### src/rtl/advtim_cap_mch.sv
// Multi-channel input-capture engine: one shared prescaler, per-channel edge FSM with tick/wrap counters.
// Define ADVTIM_CAP_FILTER_EN to add a FILT_LEN-sample glitch filter on every cap_in.
//
// state | meaning
// IDLE  | not capturing; waits for armed start edge
// HIGH  | measuring active width, waits for end edge
// LOW   | PWM: measuring rest of period, waits for next start edge
// WAIT  | step: width captured, waits for next start edge
// DONE  | r_rcr periods captured; holds until clear/disable
module advtim_cap_mch #(
   parameter int CH_NUM   = 4,
   parameter int CNT_W    = 16,
   parameter int FILT_LEN = 4
) (
   input  logic                    pe_cap_clk,
   input  logic                    pe_cap_rst,
   input  logic                    pe_cap_tim_enable,
   input  logic                    pe_cap_logic_clr,
   input  logic [CNT_W-1:0]        r_psc,
   input  logic [CNT_W-1:0]        r_arr,
   input  logic [CNT_W-1:0]        r_rcr,
   input  logic [CH_NUM-1:0]       r_ch_en,
   input  logic [CH_NUM-1:0]       r_ic_pol,
   input  logic [CH_NUM-1:0]       r_ic_mode,
   input  logic [CH_NUM-1:0]       cap_in,
   output logic [CH_NUM*CNT_W-1:0] cap_hi_arr,
   output logic [CH_NUM*CNT_W-1:0] cap_hi_rcr,
   output logic [CH_NUM*CNT_W-1:0] cap_per_arr,
   output logic [CH_NUM*CNT_W-1:0] cap_per_rcr,
   output logic [CH_NUM-1:0]       cap_valid,
   output logic [CH_NUM-1:0]       cap_ovf,
   output logic [CH_NUM-1:0]       ch_done,
   output logic                    pe_cap_tim_end,
   output logic [CH_NUM-1:0]       int_status_cap_reloaded,
   output logic                    int_status_cap_end
);

   typedef enum logic [2:0] {S_IDLE, S_HIGH, S_LOW, S_WAIT, S_DONE} ch_state_t;

   localparam logic [CNT_W-1:0] W_MAX = '1;

   logic             en_q, armed, end_q;
   logic             en_rise, run, tick;
   logic [CNT_W-1:0] psc_s, arr_s, rcr_s, psc_cnt, psc_last, arr_last;
   logic [CH_NUM-1:0] cap_lvl, valid_v, ovf_v, done_v;

   assign en_rise  = pe_cap_tim_enable & ~en_q;
   assign run      = pe_cap_tim_enable & en_q;
   assign psc_last = (psc_s == '0) ? '0 : psc_s - CNT_W'(1);
   assign arr_last = arr_s - CNT_W'(1);
   assign tick     = run & (psc_cnt == psc_last);

   always_ff @(posedge pe_cap_clk) begin
      if (pe_cap_rst) begin
         en_q    <= 1'b0;
         armed   <= 1'b0;
         end_q   <= 1'b0;
         psc_cnt <= '0;
         psc_s   <= CNT_W'(1);
         arr_s   <= '0;
         rcr_s   <= '0;
      end else begin
         en_q  <= pe_cap_tim_enable;
         end_q <= pe_cap_tim_end;
         if (pe_cap_logic_clr || en_rise) begin
            psc_s <= r_psc;
            arr_s <= r_arr;
            rcr_s <= r_rcr;
         end
         if (pe_cap_logic_clr || !pe_cap_tim_enable) armed <= 1'b0;
         else if (en_rise)                           armed <= 1'b1;
         if (pe_cap_logic_clr || !run || tick) psc_cnt <= '0;
         else                                  psc_cnt <= psc_cnt + CNT_W'(1);
      end
   end

`ifdef ADVTIM_CAP_FILTER_EN
   localparam int FC_W = (FILT_LEN > 1) ? $clog2(FILT_LEN) : 1;
   for (genvar g = 0; g < CH_NUM; g++) begin : g_filt
      logic [FC_W-1:0] f_cnt;
      logic            lvl;
      always_ff @(posedge pe_cap_clk) begin
         if (pe_cap_rst) begin
            f_cnt <= '0;
            lvl   <= 1'b0;
         end else if (cap_in[g] == lvl) begin
            f_cnt <= '0;
         end else if (f_cnt == FC_W'(FILT_LEN - 1)) begin
            f_cnt <= '0;
            lvl   <= cap_in[g];
         end else begin
            f_cnt <= f_cnt + FC_W'(1);
         end
      end
      assign cap_lvl[g] = lvl;
   end
`else
   assign cap_lvl = cap_in;
   if (FILT_LEN < 1) begin : g_no_filt
   end
`endif

   for (genvar i = 0; i < CH_NUM; i++) begin : g_ch
      ch_state_t        st, st_n;
      logic             prev, start_e, end_e, last, counting;
      logic             restart, lat_hi, lat_per, per_inc, valid_n;
      logic             valid, ovf;
      logic [CNT_W-1:0] t_cnt, w_cnt, per_cnt, hi_arr, hi_rcr, per_arr, per_rcr;

      assign start_e  = r_ic_pol[i] ? (prev & ~cap_lvl[i]) : (~prev & cap_lvl[i]);
      assign end_e    = r_ic_pol[i] ? (~prev & cap_lvl[i]) : (prev & ~cap_lvl[i]);
      assign last     = (rcr_s != '0) && ((per_cnt + CNT_W'(1)) == rcr_s);
      assign counting = (st == S_HIGH) || (st == S_LOW);

      always_comb begin
         st_n    = st;
         restart = 1'b0;
         lat_hi  = 1'b0;
         lat_per = 1'b0;
         per_inc = 1'b0;
         valid_n = 1'b0;
         if (!pe_cap_tim_enable || !r_ch_en[i]) begin
            st_n = S_IDLE;
         end else begin
            case (st)
               S_IDLE: if (armed && start_e) begin
                  st_n    = S_HIGH;
                  restart = 1'b1;
               end
               S_HIGH: if (end_e) begin
                  lat_hi = 1'b1;
                  if (r_ic_mode[i]) begin
                     st_n = S_LOW;
                  end else begin
                     per_inc = 1'b1;
                     valid_n = 1'b1;
                     st_n    = last ? S_DONE : S_WAIT;
                  end
               end
               S_LOW: if (start_e) begin
                  lat_per = 1'b1;
                  per_inc = 1'b1;
                  valid_n = 1'b1;
                  restart = 1'b1;
                  st_n    = last ? S_DONE : S_HIGH;
               end
               S_WAIT: if (start_e) begin
                  st_n    = S_HIGH;
                  restart = 1'b1;
               end
               S_DONE:  st_n = S_DONE;
               default: st_n = S_IDLE;
            endcase
         end
      end

      always_ff @(posedge pe_cap_clk) begin
         if (pe_cap_rst) begin
            st      <= S_IDLE;
            prev    <= 1'b0;
            valid   <= 1'b0;
            ovf     <= 1'b0;
            t_cnt   <= '0;
            w_cnt   <= '0;
            per_cnt <= '0;
            hi_arr  <= '0;
            hi_rcr  <= '0;
            per_arr <= '0;
            per_rcr <= '0;
         end else begin
            prev <= cap_lvl[i];
            if (pe_cap_logic_clr) begin
               st      <= S_IDLE;
               valid   <= 1'b0;
               ovf     <= 1'b0;
               t_cnt   <= '0;
               w_cnt   <= '0;
               per_cnt <= '0;
            end else begin
               st    <= st_n;
               valid <= valid_n;
               if (lat_hi) begin
                  hi_arr <= t_cnt;
                  hi_rcr <= w_cnt;
               end
               if (lat_per) begin
                  per_arr <= t_cnt;
                  per_rcr <= w_cnt;
               end
               if (st_n == S_IDLE)                per_cnt <= '0;
               else if (per_inc && rcr_s != '0)   per_cnt <= per_cnt + CNT_W'(1);
               // a start edge restarts the measurement and swallows a coincident tick
               if (restart || !counting || st_n == S_IDLE) begin
                  t_cnt <= '0;
                  w_cnt <= '0;
               end else if (tick) begin
                  if (t_cnt == arr_last) begin
                     t_cnt <= '0;
                     if (w_cnt != W_MAX)             w_cnt <= w_cnt + CNT_W'(1);
                     if (w_cnt >= W_MAX - CNT_W'(1)) ovf   <= 1'b1;
                  end else begin
                     t_cnt <= t_cnt + CNT_W'(1);
                  end
               end
            end
         end
      end

      assign cap_hi_arr[i*CNT_W +: CNT_W]  = hi_arr;
      assign cap_hi_rcr[i*CNT_W +: CNT_W]  = hi_rcr;
      assign cap_per_arr[i*CNT_W +: CNT_W] = per_arr;
      assign cap_per_rcr[i*CNT_W +: CNT_W] = per_rcr;
      assign valid_v[i] = valid;
      assign ovf_v[i]   = ovf;
      assign done_v[i]  = (st == S_DONE);
   end

   assign cap_valid               = valid_v;
   assign cap_ovf                 = ovf_v;
   assign ch_done                 = done_v;
   assign int_status_cap_reloaded = valid_v;
   assign pe_cap_tim_end          = (r_ch_en != '0) && ((done_v | ~r_ch_en) == {CH_NUM{1'b1}});
   assign int_status_cap_end      = pe_cap_tim_end & ~end_q;

endmodule

### config.mk
export PLATFORM = sky130hd
export DESIGN_NAME = advtim_cap_mch
export DESIGN_NICKNAME = d
export VERILOG_FILES = /design/src/rtl/advtim_cap_mch.sv
export SDC_FILE = /design/constraint.sdc
export NUM_CORES = 1
export LEC_CHECK = 0
export BUFFER_PORTS_ARGS = -buffer_cell sky130_fd_sc_hd__clkbuf_2
export CAP_MARGIN = 15
export CORE_MARGIN = 5
export CORE_UTILIZATION = 53
export DETAILED_ROUTE_END_ITERATION = 16
export PLACE_DENSITY_LB_ADDON = 0.3
export RECOVER_POWER = 25
export SKIP_LAST_GASP = 1
export SYNTH_ARGS = -nofsm -noshare
export SYNTH_HDL_FRONTEND = slang
export SYNTH_SLANG_ARGS = --single-unit
### constraint.sdc
create_clock -name pe_cap_clk -period 4.1 [get_ports pe_cap_clk]
set_clock_uncertainty 0.1 [all_clocks]
set_input_delay 0.41 -clock pe_cap_clk [delete_from_list [all_inputs] [get_ports pe_cap_clk]]
set_output_delay 0.41 -clock pe_cap_clk [all_outputs]
set_load 0.03 [all_outputs]
==> impl_metrics.json, run 1 <==
{
  "dp_hpwl_um": 56200,
  "fin_nets": 3793,
  "intPower_w": 0.00886,
  "antenna_found_initial": 3,
  "synth_nets": 3481,
  "p_sw_share_pct": 23.5,
  "syn_area_um2": 26300,
  "clock.fmax_ghz": 0.251,
  "end_kind": "flop",
  "fin_ws_ns": 0.116,
  "cp-start-kind": "flop",
  "clock_latency_ns": 0.62,
  "ant_nets": 0,
  "fin_crit_sh_pct": 97.2,
  "dieArea_um2": 54200,
  "grt_max_degree": 99,
  "track_usage_pct": 28.1,
  "netSwitchingPower_w": 0.00272,
  "period_needed_ns": 3.98,
  "syn_inst": 3394,
  "drc": 0,
  "cts_buffer_depth": 3,
  "fill_cells": 4524,
  "synth_edf_count": 0,
  "cts_buffers": 57,
  "yosys_most_used_dff": "dfxtp_1",
  "grt_pass1_wl_um": 125000,
  "cts.sinks": 539,
  "first_iter_violations": 2160,
  "p_leak_nw": 10.9,
  "initial_core_util_pct": 53.7,
  "hold_viol_final": 0,
  "io_pins": 342,
  "regArea_um2": 10800,
  "drive_gt1_share_pct": 11.6,
  "core_um2": 49100,
  "tightest_slew_ns": 2.12,
  "fin_tns_setup_ns": 0,
  "wl_per_cell_um": 18.1,
  "syn_to_final_growth_pct": 18.5,
  "grt_overflow": 0,
  "ys_async_sr_fraction_pct": 0,
  "ys_types": 86,
  "cts_root_buf": "clkbuf_16",
  "totalPowerFinal_w": 0.0116,
  "routed_wl_um": 79900,
  "seq_power_share_pct": 45.9,
  "pwr_density_cell_nw_per_um2": 371,
  "cp_max_fo": 31,
  "gp_congestion": 0.967,
  "drtPass1Iterations": 7,
  "clockPowerShare_pct": 46.9,
  "dp_slack_ns": -0.0641,
  "worstSetupPathType": "flop to flop",
  "crit_required_ns": 4.54,
  "yosysWarnings": 0,
  "multi_input_area_um2": 14400,
  "core.rowCount": 81,
  "setup_viol_count_final": 0,
  "cts_tree": "built",
  "slew_viol_final": 99,
  "yosysSeqAreaShare_pct": 41.0,
  "routed-via-count": 25100,
  "h-tree-depth": 2,
  "violations": "max-capacitance violations, max-slew violations",
  "port_buffers": 341,
  "first_global_vias": 22900,
  "power.share.combinational_pct": 7.2,
  "synth_seq_cells": 539,
  "maxSlewHeadroom_pct": -41.4,
  "viasPerCell": 5.69,
  "die_w_um": 233,
  "postSynthAreaPerCell_um2": 7.76,
  "status": "finished with violations",
  "clk_pin_slew_worst_paths_ns": 0.06,
  "cp.arrival_ns": 4.43,
  "rsz0062_at_grt": "true",
  "hold_path.class": "primary input to flop",
  "die_h_um": 233,
  "vdd_ir_drop_max_mv": 0.359,
  "maxCapViolations": 1
}
[cells in the final DEF (no fill, tap or decap), drive strengths merged, types with 8 or more instances in the layout]
master / n
nand4b: 13
o31ai: 23
o21ai: 102
clkinv: 13
and4: 16
nor3b: 14
nor4: 51
dfxtp: 539
or2: 15
dlygate4sd3: 49
a21oi: 417
nand2b: 36
nor2b: 31
ha: 19
or4: 35
or3: 59
o22ai: 14
nand4: 55
nand2: 699
nor2: 238
o211ai: 8
nor3: 56
mux2i: 56
buf: 127
xnor2: 117
and2: 23
clkbuf: 421
nand3: 95
nand3b: 18
inv: 61
xor2: 123
and3: 56
a21o: 13
a31oi: 15
[Yosys cell counts (all sizes together) (16+ instances only)]
cell / instances / area, µm²
and3: 56 / 350
nand2: 699 / 2620
a21oi: 417 / 2090
nand3b: 18 / 135
nand4: 55 / 350
dfxtp: 539 / 10800
or3: 59 / 374
xnor2: 117 / 1020
and2: 23 / 144
nor3: 56 / 280
o21ai: 102 / 510
nand3: 95 / 475
inv: 58 / 218
clkbuf: 234 / 881
nand2b: 36 / 225
and4: 16 / 140
buf: 30 / 194
o31ai: 23 / 178
nor2b: 31 / 194
or4: 35 / 267
xor2: 123 / 1080
ha: 19 / 238
nor4: 51 / 362
nor2: 238 / 893
mux2i: 56 / 561
[area by class of cell]
class	instances	area share, %
clock inverter	24	1.03
clock buffer	80	5.30
inverter	58	0.698
antenna	2	0.0160
multi-input combinational	2533	46.2
sequential	539	34.6
timing repair buffer	517	9.52
tap	664	2.66
[routing by layer]
metal	GRT usage, %	vias to the layer above	part of all wire (%)
met5	0	-	0
met4	8.57	0	3.2
met3	4.88	160	7.1
met2	44.9	851	45
met1	39.1	11800	45
li1	-	12300	-
[flip-flops by register name, summed over array words and instances (netlist names), 12 cells and up]
signal,count
g_ch.hi_arr,64
g_ch.hi_rcr,64
g_ch.per_arr,64
g_ch.per_cnt,64
g_ch.per_rcr,64
g_ch.t_cnt,64
g_ch.w_cnt,64
arr_s,16
psc_cnt,16
psc_s,16
rcr_s,16
g_ch.st,12
[power groups by stage]
stage                     Sequential [W]  Combinational [W]  Clock [W]
after global placement           0.00543           0.000758          0
after detailed placement         0.00543           0.000758          0
final                            0.00532           0.000832    0.00543
after CTS                        0.00531           0.000802    0.00551
after global routing             0.00532           0.000895    0.00575
after floorplan                  0.00541           0.000510          0
[path summary, 6_finish.rpt]
path	startpoint	end	slack, ns	cells after the start
min reg2reg	g_ch[0].ovf	g_ch[0].ovf	0.34	2
max	arr_s[3]	g_ch[3].w_cnt[2]	0.12	9
min	r_ic_mode[2]	g_ch[2].st[1]	0.03	3
max reg2reg	arr_s[3]	g_ch[3].w_cnt[2]	0.12	9
[kinds of logic (layout without fill, tap and decap cells)]
| group | count (synthesis) | count (layout) | synth area share [%] |
|---|---|---|---|
| flip-flops | 539 | 539 | 41.0 |
| AND/OR/NAND/NOR | 1528 | 1528 | 27.7 |
| adder cells (fa/ha/maj) | 20 | 20 | 0.941 |
| XOR/XNOR | 243 | 243 | 8.24 |
| other | 0 | 2 | 0 |
| multiplexers | 60 | 60 | 2.30 |
| AO/OA/AOI/OAI | 682 | 682 | 14.9 |
| buffers and inverters | 322 | 679 | 4.91 |
[worst max-delay path, cell delays in order, from the launching register on]
cell	delay [ns]
dfxtp_1	0.39
or4_4	0.62
o41ai_4	0.37
nor2_1	0.07
a221o_1	0.27
or4_1	0.54
or4_1	0.51
or3_4	0.48
or3_1	0.38
a21oi_1	0.16
[through the flow]
step	hold slack [ns]	instances	area, µm²	utilization (%)
after floorplan	0.317	3394	26300	-
after global placement	0.327	4257	28800	58.8
after detailed placement	0.331	4257	28800	58.8
after CTS	0.000157	4410	31300	63.8
after global routing	0.0357	4417	31200	63.6
final	0.0299	4417	31200	63.6
[what timing repair did]
| item | CTS | global route |
|---|---|---|
| hold buffers | 49 | 0 |
| setup endpoints to repair | 6 | 73 |
| resized for setup | 1 | 19 |
| cloned | 0 | 0 |
| buffers inserted | 0 | 4 |
| pin swaps | 0 | 4 |
| hold endpoints to repair | 49 | 0 |
Note: power is estimated with default switching activity, not from simulation.
==> inputs of run 2 (changes only) <==
--- a/config.mk
+++ b/config.mk
@@ -17,2 +17,3 @@
 export SYNTH_HDL_FRONTEND = slang
 export SYNTH_SLANG_ARGS = --single-unit
+export TNS_END_PERCENT = 1
--- a/constraint.sdc
+++ b/constraint.sdc
@@ -3,3 +3,3 @@
 set_input_delay 0.41 -clock pe_cap_clk [delete_from_list [all_inputs] [get_ports pe_cap_clk]]
 set_output_delay 0.41 -clock pe_cap_clk [all_outputs]
-set_load 0.03 [all_outputs]
+set_load 0.1 [all_outputs]
==> run 2 against run 1 <==
Compared with the run above:
- the flow still finishes with violations (max-capacitance violations, max-slew violations)
- critical path type unchanged
- critical path depth is 3 higher
- largest power group is now registers
- setup slack better by 0.0073 ns
- first-iteration DRC count is 0.79% lower
==> impl_metrics.json, run 2 (synthesis gave the netlist of run 1 again) <==
{
  "vdd_ir_drop_max_mv": 0.274,
  "crit_buf_inv": 2,
  "cp-start-kind": "flop",
  "status": "finished with violations",
  "dp_hpwl_um": 56100,
  "violations": "max-capacitance violations, max-slew violations",
  "critical-path-max-stage-delay_ns": 0.55,
  "cts_buffer_depth": 3,
  "first_global_vias": 22600,
  "hold_ws_ns": 0.0429,
  "routed_wl_um": 79500,
  "slew_viol_final": 55,
  "placed_cell_area_um2": 28800,
  "cts.sinks": 539,
  "antenna_found_initial": 2,
  "end_kind": "flop",
  "dieArea_um2": 54200,
  "tightest_slew_ns": 2.46,
  "track_usage_pct": 27.8,
  "maxCapViolations": 1,
  "clock_latency_ns": 0.60,
  "io_pins": 342,
  "routed-via-count": 25200,
  "initial_core_util_pct": 53.7,
  "worstSetupPathType": "flop to flop",
  "hold_viol_final": 0,
  "cts_tree": "built",
  "p_leak_nw": 10.8,
  "clock.fmax_ghz": 0.251,
  "drtPass1Iterations": 5,
  "layout_commonest_cell": "nand2_1",
  "die_w_um": 233,
  "drive_gt1_share_pct": 11.2,
  "gp_congestion": 0.952,
  "core.rowCount": 81,
  "h-tree-depth": 2,
  "hold_path.class": "primary input to flop",
  "rsz0062_at_grt": "true",
  "dp_slack_ns": 0.143,
  "viasPerCell": 5.72,
  "syn_to_final_growth_pct": 17.4,
  "ant_nets": 0,
  "fin_crit_sh_pct": 97.0,
  "grt_max_degree": 100,
  "pwr_density_cell_nw_per_um2": 365,
  "die_h_um": 233,
  "layout_common_cells": "nand2_1 (698), dfxtp_1 (539), a21oi_1 (416)",
  "port_buffers": 341,
  "core_um2": 49100,
  "cts_root_buf": "clkbuf_16",
  "clk_pin_slew_worst_paths_ns": 0.07,
  "cp_max_fo": 11,
  "setup_viol_count_final": 0,
  "grt_overflow": 0,
  "period_needed_ns": 3.98,
  "cpLargestDelayFamily": "simple AND/OR/NAND/NOR gates",
  "worstPathCellList": "inv_1, ha_1, buf_4, nor3b_1, xnor2_1, xnor2_1, or4_1, or2_2, and4bb_2, nand3_1, or4_1, a21oi_1",
  "fin_nets": 3781,
  "slowest_stage": "xnor2_1",
  "cp.arrival_ns": 4.39,
  "wl_per_cell_um": 18.1,
  "final_area_um2": 30900,
  "crit_required_ns": 4.51,
  "first_iter_violations": 2143,
  "fin_ws_ns": 0.123,
  "maxSlewHeadroom_pct": -64.2,
  "drc": 0,
  "grt_pass1_wl_um": 124000,
  "cts_buffers": 55
}
## run 2: where the power goes
group | switching, W | internal, W
clock network | 0.00212 | 0.00302
registers | 0.0000412 | 0.00527
logic | 0.000489 | 0.000335
total | 0.00265 | 0.00863
## run 2: worst register-to-register path: cells and delay by family (launching register included)
kind	cells	cell delay (ns)
xor+xnor	2	0.67
compound gates	1	0.17
simple gates	6	2.01
flops	1	0.48
buf+inv	2	0.26
fa+ha+maj	1	0.20
## run 2: metal layers
layer / wire length [µm] / up-vias / global-route usage, % / share of wire, %
li1: - / 12200 / - / -
met5: 0 / - / 0 / 0
met1: 35500 / 11900 / 39.5 / 45
met2: 36000 / 903 / 43.8 / 45
met3: 5750 / 152 / 4.61 / 7.2
met4: 2250 / 0 / 8.07 / 2.8
## run 2: per-stage QoR
step | cells | util, % | setup TNS, ns | total power (W)
global placement | 4249 | 58.7 | -0.291 | 0.00618
floorplan | 3394 | - | 0 | 0.00592
finish | 4403 | 63.0 | 0 | 0.0113
global route | 4403 | 63.0 | -0.189 | 0.0117
detailed placement | 4250 | 58.7 | 0 | 0.00619
CTS | 4401 | 63.5 | 0 | 0.0113
## run 2: layout make-up
class,instances,area [µm²]
Clock inverter,18,221
Multi-Input combinational cell,2533,14400
Clock buffer,83,1610
Sequential cell,539,10800
Tap cell,664,831
Fill cell,4458,18100
Inverter,58,218
Antenna cell,1,2.50
Timing Repair Buffer,507,2880
## run 2: timing repair
| action | CTS | global route |
|---|---|---|
| setup endpoints to repair | 0 | 69 |
| buffers inserted | 0 | 0 |
| resized for setup | 0 | 7 |
| hold buffers | 50 | 0 |
| hold endpoints to repair | 50 | 0 |
## run 2: worst paths after layout
| path | start | to | slack [ns] | depth (start not counted) |
|---|---|---|---|---|
| setup / recovery | arr_s[1] | g_ch[2].w_cnt[9] | 0.12 | 12 |
| hold / removal | r_ic_mode[2] | g_ch[2].st[1] | 0.04 | 3 |
| setup reg to reg | arr_s[1] | g_ch[2].w_cnt[9] | 0.12 | 12 |
| hold reg to reg | g_ch[0].ovf | g_ch[0].ovf | 0.35 | 2 |
==> inputs of run 3 (changes only) <==
PLACE_DENSITY_LB_ADDON = 0.08   (was 0.3)
RECOVER_POWER = 100   (was 25)
==> run 3 against run 2 <==
Compared with the run above:
- the run ends with max-capacitance violations, max-slew violations, negative setup slack left
- non-clock buffer count grew 20
- first-iteration DRC count shrank 5.0%
- critical path type unchanged
- design area grew 0.12%
- die area is the same
- hold slack gained 0.0013 ns
- largest cell class unchanged
- setup slack lost 0.16 ns
- critical path depth grew 1
==> impl_metrics.json, run 3 (synthesis gave the netlist of run 1 again) <==
{
  "status": "finished with violations",
  "violations": "max-capacitance violations, max-slew violations, negative setup slack",
  "drtPass1Iterations": 5,
  "hp-start": "r_ic_mode[0]",
  "drc": 0,
  "layout_common_cells": "nand2_1 (699), dfxtp_1 (539), a21oi_1 (417)",
  "drive_gt1_share_pct": 9.14,
  "die_w_um": 233,
  "core_um2": 49100,
  "rsz0062_at_grt": "true",
  "vdd_ir_drop_max_mv": 0.334,
  "fin_tns_setup_ns": -0.147,
  "r2r_start": "psc_s[5]",
  "first_global_vias": 23800,
  "gp_congestion": 0.992,
  "track_usage_pct": 29.4,
  "cts_buffer_depth": 3,
  "multi_input_area_um2": 14300,
  "clk_pin_slew_worst_paths_ns": 0.06,
  "cts.sinks": 539,
  "die_h_um": 233,
  "startpoint": "psc_s[5]",
  "cpLargestDelayFamily": "simple AND/OR/NAND/NOR gates",
  "viasPerCell": 5.72,
  "cp_max_fo": 21,
  "grt_pass1_wl_um": 130000,
  "setup_viol_count_final": 6,
  "io_pins": 342,
  "fill_cells": 4565,
  "p_leak_nw": 10.5,
  "clock.fmax_ghz": 0.242,
  "slew_viol_final": 275,
  "grt_max_degree": 87,
  "dp_hpwl_um": 59800,
  "maxCapViolations": 6,
  "initial_core_util_pct": 53.7,
  "syn_to_final_growth_pct": 17.6,
  "routed-via-count": 25300,
  "pwr_density_cell_nw_per_um2": 369,
  "fin_crit_sh_pct": 101,
  "end_kind": "flop",
  "crit_required_ns": 4.50,
  "crit_buf_inv": 4,
  "ant_nets": 0,
  "routed_wl_um": 83600,
  "seq_power_share_pct": 46.6,
  "wl_per_cell_um": 18.9,
  "clockPowerShare_pct": 45.9,
  "netSwitchingPower_w": 0.00271,
  "regArea_um2": 10800,
  "maxSlewHeadroom_pct": -18.3,
  "core.rowCount": 81,
  "fin_nets": 3803,
  "totalPowerFinal_w": 0.0114,
  "clock_latency_ns": 0.62,
  "cts_buffers": 57,
  "slowest_stage": "or4_1",
  "grt_overflow": 0,
  "cts_tree": "built",
  "dp_slack_ns": -0.0119,
  "worstPathCellList": "or4_1, buf_2, o41a_1, or2_2, a31oi_1, a2bb2oi_1, nand4b_1, buf_2, or2_2, buf_4, nor3_1, buf_4, a22o_1",
  "hold_viol_final": 0,
  "cp-start-kind": "flop",
  "critical-path-max-stage-delay_ns": 0.64,
  "antenna_found_initial": 2,
  "h-tree-depth": 2,
  "hold_ws_ns": 0.0442,
  "period_needed_ns": 4.14,
  "hold_path.class": "primary input to flop",
  "p_sw_share_pct": 23.8,
  "dieArea_um2": 54200,
  "worstSetupPathType": "flop to flop",
  "port_buffers": 341,
  "fin_ws_ns": -0.0364,
  "intPower_w": 0.00870,
  "cts_root_buf": "clkbuf_16",
  "power.share.combinational_pct": 7.4,
  "first_iter_violations": 2036,
  "layout_commonest_cell": "nand2_1",
  "cp.arrival_ns": 4.54,
  "tightest_slew_ns": 1.78
}
run 3: cell count changes in the layout (fill, tap and decap cells not counted), moves of 4 or more:
cell / delta
buf_4: +4
clkbuf_8: +6
clkbuf_1: +91
dlygate4sd3_1: +4
clkbuf_2: -86
run 3: final timing paths:
path,end,slack (ns),depth (start not counted)
worst max-delay path,g_ch[1].t_cnt[11],-0.04,13
worst min-delay path,g_ch[0].st[1],0.04,3
worst max register to register,g_ch[1].t_cnt[11],-0.04,13
worst min register to register,g_ch[2].hi_arr[6],0.35,2
run 3: area by class of cell:
class,count,share of cell area (%)
Antenna cell,1,0.00808
Tap cell,664,2.68
Clock buffer,84,5.56
Inverter,58,0.703
Timing Repair Buffer,527,9.28
Sequential cell,539,34.9
Multi-Input combinational cell,2533,46.3
Clock inverter,21,0.626
run 3: per-stage QoR:
stage          std cells  area, µm²  util (%)
2_1_floorplan       3394      26400         -
3_3_place_gp        4265      28900      58.9
3_5_place_dp        4265      28900      58.9
4_1_cts             4424      31300      63.9
5_1_grt             4427      31000      63.1
6_report            4427      31000      63.1
run 3: power by group through the flow:
| stage | Sequential, W | Clock (W) | Combinational, W |
|---|---|---|---|
| floorplan | 0.00541 | 0 | 0.000513 |
| global placement | 0.00543 | 0 | 0.000786 |
| detailed placement | 0.00543 | 0 | 0.000791 |
| CTS | 0.00532 | 0.00532 | 0.000836 |
| global route | 0.00532 | 0.00556 | 0.000909 |
| finish | 0.00532 | 0.00524 | 0.000848 |
run 3: what timing repair did:
item                                    in CTS  in global routing
hold buffers                                54                  0
endpoints found under the setup margin       9                 71
buffers inserted                             0                  0
hold endpoints to repair                    53                  0
gates resized for setup                      1                  2
pin swaps                                    0                  0
run 3: worst register-to-register path: stages (launching register included):
cell	delay (ns)
dfxtp_1	0.31
or4_1	0.64
buf_2	0.23
o41a_1	0.42
or2_2	0.30
a31oi_1	0.17
a2bb2oi_1	0.25
nand4b_1	0.16
buf_2	0.49
or2_2	0.28
buf_4	0.24
nor3_1	0.09
buf_4	0.16
a22o_1	0.20
run 3: per-layer routing:
layer / routed length [µm] / track usage (%)
met1: 36600 / 39.6
met2: 39400 / 49.5
met3: 5420 / 4.23
met4: 2200 / 8.21
met5: 14 / 0
